**src/rtl/partsel_byte_streamer.sv**
```systemverilog
// Serialises one wide word into byte-wide indexed part-selects (+: or -:) over a
// ready/valid stream, one slice per output handshake.
module partsel_byte_streamer #(
    parameter int unsigned DATA_W = 256,
    parameter int unsigned BYTE_W = 8,
    parameter int unsigned OFS_W  = 8,
    parameter int unsigned CNT_W  = 6
) (
    input  logic              clk,
    input  logic              rst,
    input  logic              in_valid,
    output logic              in_ready,
    input  logic [DATA_W-1:0] in_data,
    input  logic [OFS_W-1:0]  in_base,
    input  logic [CNT_W-1:0]  in_count,
    input  logic              in_desc,
    output logic              out_valid,
    input  logic              out_ready,
    output logic [BYTE_W-1:0] out_byte,
    output logic              out_last,
    output logic              busy
);

    // Two guard bits keep the pointer's overshoot above DATA_W and below 0 distinguishable.
    localparam int unsigned PTR_W = OFS_W + 2;
    localparam int unsigned BI_W  = $clog2(BYTE_W);

    typedef enum logic {
        IDLE   = 1'b0,
        STREAM = 1'b1
    } state_e;

    state_e              state_q, state_d;
    logic [DATA_W-1:0]   data_q, data_d;
    logic                desc_q, desc_d;
    logic [PTR_W-1:0]    ptr_q, ptr_d;
    logic [CNT_W-1:0]    rem_q, rem_d;
    logic [BYTE_W-1:0]   slice_c;
    logic                streaming_c;

    assign streaming_c = (state_q == STREAM);
    assign in_ready    = (state_q == IDLE) && !rst;
    assign out_valid   = streaming_c;
    assign busy        = streaming_c;
    assign out_last    = streaming_c && (rem_q == CNT_W'(1));
    assign out_byte    = streaming_c ? slice_c : '0;

    // Bit gather; positions with either guard bit set lie outside the word and read 0.
    always_comb begin
        slice_c = '0;
        for (int k = 0; k < BYTE_W; k++) begin
            logic [PTR_W-1:0] idx;
            idx = desc_q ? (ptr_q - PTR_W'(k)) : (ptr_q + PTR_W'(k));
            if (idx[PTR_W-1:OFS_W] == '0) begin
                slice_c[BI_W'(desc_q ? (BYTE_W - 1 - k) : k)] = data_q[idx[OFS_W-1:0]];
            end
        end
    end

    // Next-state: capture on accept, step pointer and count on each output handshake.
    always_comb begin
        state_d = state_q;
        data_d  = data_q;
        desc_d  = desc_q;
        ptr_d   = ptr_q;
        rem_d   = rem_q;
        unique case (state_q)
            IDLE: begin
                if (in_valid && in_ready) begin
                    data_d = in_data;
                    desc_d = in_desc;
                    ptr_d  = PTR_W'(in_base);
                    rem_d  = in_count;
                    if (in_count != '0) begin
                        state_d = STREAM;
                    end
                end
            end
            STREAM: begin
                if (out_ready) begin
                    ptr_d = desc_q ? (ptr_q - PTR_W'(BYTE_W)) : (ptr_q + PTR_W'(BYTE_W));
                    rem_d = rem_q - CNT_W'(1);
                    if (rem_q == CNT_W'(1)) begin
                        state_d = IDLE;
                    end
                end
            end
            default: state_d = IDLE;
        endcase
    end

    always_ff @(posedge clk) begin
        if (rst) begin
            state_q <= IDLE;
            data_q  <= '0;
            desc_q  <= 1'b0;
            ptr_q   <= '0;
            rem_q   <= '0;
        end else begin
            state_q <= state_d;
            data_q  <= data_d;
            desc_q  <= desc_d;
            ptr_q   <= ptr_d;
            rem_q   <= rem_d;
        end
    end

endmodule

```
**config.mk**
```make
export PLATFORM = sky130hd
export DESIGN_NAME = partsel_byte_streamer
export DESIGN_NICKNAME = d
export VERILOG_FILES = /design/src/rtl/partsel_byte_streamer.sv
export SDC_FILE = /design/constraint.sdc
export NUM_CORES = 1
export LEC_CHECK = 0
export BUFFER_PORTS_ARGS = -buffer_cell sky130_fd_sc_hd__buf_4
export CAP_MARGIN = 20
export CORE_UTILIZATION = 40
export DETAILED_ROUTE_END_ITERATION = 8
export GPL_TIMING_DRIVEN = 0
export RECOVER_POWER = 100
export SETUP_SLACK_MARGIN = 0.05
export SLEW_MARGIN = 25
export SYNTH_ARGS = -nofsm -noshare
export SYNTH_HDL_FRONTEND = slang
export SYNTH_SLANG_ARGS = --single-unit
```
**constraint.sdc**
```tcl
create_clock -name clk -period 4.8 [get_ports clk]
set_clock_uncertainty 0.15 [all_clocks]
set_input_delay 0.48 -clock clk [delete_from_list [all_inputs] [get_ports clk]]
set_output_delay 0.48 -clock clk [all_outputs]
set_load 0.02 [all_outputs]
```
==> out/results.tsv <==
metric	value	unit
synthesized area per cell	10.04	µm²
EDFF count, synth	0	
vias post-DR	23717	
post-route ant nets	0	
Compound-Gate Fraction of Synth Area	0.1219	
WS Path Type	register to output port	
Post-Synth XOR/XNOR Area	0.02827	
Reg2Reg Setup Slack	250	ps
status	finished with violations	
Final Max Tran Viols	0	
synthesized area	22440	µm²
Seq/Total Area, Yosys	0.2445	
GR Overflow Total	0	
Synth Area in Adders	0.01204	
sequential cell area	5499	µm²
H-tree depth	1	
Finished Layout Cells	3673	
mux cell area share after synthesis	0.3737	
Hold Fails Final Rpt	0	
Syn-to-layout area delta	39.65	%
hpwl dp	83550	µm
Vias/cell	6.457	
fin worst setup slack	-513.1	ps
Hold/Removal Path Class	input pin to register	
pin count of the biggest net entering global routing	17	
routed length per instance	30.85	µm
maximum vdd drop	0.0002316	V
Longest Clk Path Bufs	3	
max cap viols	0	
multi-input logic area	16730	µm²
total clock sinks	274	
failing checks	negative setup slack	
Setup WS pre-CTS	-2210	ps
Period Utilization, post-route	1.107	
fin crit period	5313	ps
total net switching power	3.756	mW
placed insts	3271	
initial antenna violation count	7	
M1 wire length	42640	µm
number of setup violations in the final report	8	
Startpoint Class	register	
gate count after technology mapping	2234	
die area	57050	µm²
Internal	5.928	mW
FMAX	188.2	MHz
Simple-Gate Fraction of Synth Area	0.1732	
layout cells sized above 1	0.3360	
Initial DRC Count	3402	
fraction of registers with async set/reset	0	
first-pass GRT wire length	160100	µm
GRT Overall Usage	0.3925	
Fin Setup TNS	-3614	ps
final core utilization	0.5666	
vias in the first global route	23005	
# fillers	4768	
RePlAce Congestion	1.026	
switching share of total power	0.3879	
Syn Nets	2527	
Leakage Power	11.28	nW
Crit. End Element	output port	
starting density of the core	0.4057	
Ports	287	
Clock Root Buffer	clkbuf_16	
logic gate share of total power	0.474	
Design Area, Final	31340	µm²
port bufs	285	
Nets	3191	
commonest non-fill, non-tap cell in the layout	buf_4	
Slew headroom	0.1045	
Top FF cell, synth	dfxtp_1	
crit path cell chain	buf_6 > buf_12 > inv_12 > fa_2 > buf_12 > buf_16 > buf_16 > buf_4 > mux4_2 > mux4_2 > mux2i_2 > nand2_1 > o211ai_1 > a31o_4 > o32ai_2 > buf_4	
Clk pin slew, worst setup/hold paths	60	ps
wirelength, routed	113300	µm
die height	238.9	µm
Seq cells post-synth	274	
Top Metal Used	met5	
met3 wire length	14530	µm
Floorplan Core Area	55310	µm²
Flop pwr share	0.278	
RSZ-0062 raised after global routing	true	
WP data arrival	4680	ps
Worst-Skew Late Latency	600	ps
TritonCTS clock tree	yes	
distinct cell type count after synthesis	77	
measured slew at the worst slew-check pin	1343	ps
commonest non-fill, non-tap cells in the layout	buf_4, nand2_1, mux4_2	
first drt pass iteration count	8	
slowest CP cell	fa_2	
dpl cell area	25660	µm²
met2 wire len	50100	µm
Remaining DRCs	0	
combinational family with the most area after synthesis	multiplexers	
Clock Power Share	0.248	
Ys Warns	0	
worst-path fanout max	8	
num rows	86	
Die W	238.9	µm
total CTS buffers	31	
Crit path largest cell delay	660	ps
PwrDens	309.0	nW/µm²
Required @ worst endpoint	4170	ps
==> flip-flops by register name, indices dropped and copies added (netlist names) <==
name / flops
data_q: 256
desc_q: 1
rem_q: 6
ptr_q: 10
busy: 1
==> logic make-up (layout without fill, tap and decap cells) <==
kind of cell | Yosys count | after routing
compound gates | 473 | 473
xor+xnor | 66 | 66
fa+ha+maj | 18 | 18
buf+inv | 223 | 912
flops | 274 | 274
mux | 397 | 397
other cells | 0 | 2
simple gates | 783 | 783
==> routing by layer <==
metal,global-route usage,up-vias
met2,0.6016,1849
li1,-,9769
met1,0.5037,11751
met3,0.1304,338
met4,0.1709,10
met5,0.01039,-
==> metrics by stage <==
step,total power [mW],hold slack (ps)
floorplan,4.789,295.0
global placement,6.207,311.8
detailed placement,6.258,324.6
CTS,9.420,10.23
global route,9.913,23.00
finish,9.684,39.12
==> layout make-up <==
cell class                 count  share of cell area
timing repair buffer         634              0.1794
sequential                   274              0.1755
clock inverter                12            0.004272
clock buffer                  46             0.02815
inverter                      18            0.003035
buffer                       202             0.04564
multi-input combinational   1737              0.5340
tap                          748             0.02987
antenna                        2           0.0001597
==> power groups by stage <==
| stage | Sequential, mW | Clock (mW) | Combinational (mW) |
|---|---|---|---|
| floorplan | 2.61 | 0 | 2.18 |
| global placement | 2.70 | 0 | 3.50 |
| detailed placement | 2.72 | 0 | 3.54 |
| CTS | 2.67 | 2.43 | 4.32 |
| global route | 2.70 | 2.53 | 4.69 |
| finish | 2.69 | 2.41 | 4.59 |
==> repair_timing <==
item / CTS / global route
setup endpoints to repair: 8 / 8
pin swaps: 31 / 16
resized for setup: 256 / 28
hold buffers: 259 / 0
hold endpoints to repair: 259 / 0
gates cloned: 3 / 1
setup buffers: 57 / 25
==> worst paths after layout <==
path / start / endpoint / depth (start not counted)
max: ptr_q[1] / out_byte[6] / 16
min: in_base[3] / ptr_q[3] / 3
max reg2reg: busy / data_q[68] / 9
min reg2reg: rem_q[1] / rem_q[1] / 2
==> synth_stat cells (all sizes together), types with 3 or more instances <==
master     n  area share
inv       15      0.0025
mux4     352        0.35
clkinv     3     0.00050
xor2      32       0.013
dfxtp    274        0.24
buf       80       0.022
clkbuf   125       0.021
a221oi     4      0.0016
a211o      3      0.0012
and3       9      0.0025
o32ai      6      0.0023
and2      13      0.0036
o211ai     8      0.0027
nand3     32      0.0071
mux2i     39       0.017
nor2      37      0.0063
o31ai     12      0.0047
xnor2     34       0.015
nand2b   259       0.072
a211oi    22      0.0074
or2        5      0.0014
a21oi     58       0.013
o2111ai    6      0.0023
mux2       6      0.0030
a22oi      5      0.0017
nand2    359       0.060
nor3      22      0.0049
or3        3     0.00084
o22ai      5      0.0014
nor4bb     3      0.0013
nor4       4      0.0011
o21ai    285       0.064
ha        12      0.0067
o221ai     3      0.0012
a41oi      5      0.0020
nor2b      8      0.0022
a31oi     19      0.0053
nand4     16      0.0045
a21o      13      0.0043
fa         6      0.0054
==> critical path, delay by kind of cell, from the launching register on <==
| family | cells | cell delay [ps] |
|---|---|---|
| multiplexers | 3 | 1230 |
| buffers and inverters | 8 | 1160 |
| adder cells (fa/ha/maj) | 1 | 660 |
| AO/OA/AOI/OAI | 3 | 520 |
| flip-flops | 1 | 360 |
| AND/OR/NAND/NOR | 1 | 90 |
(Power assumes the default switching activity.)
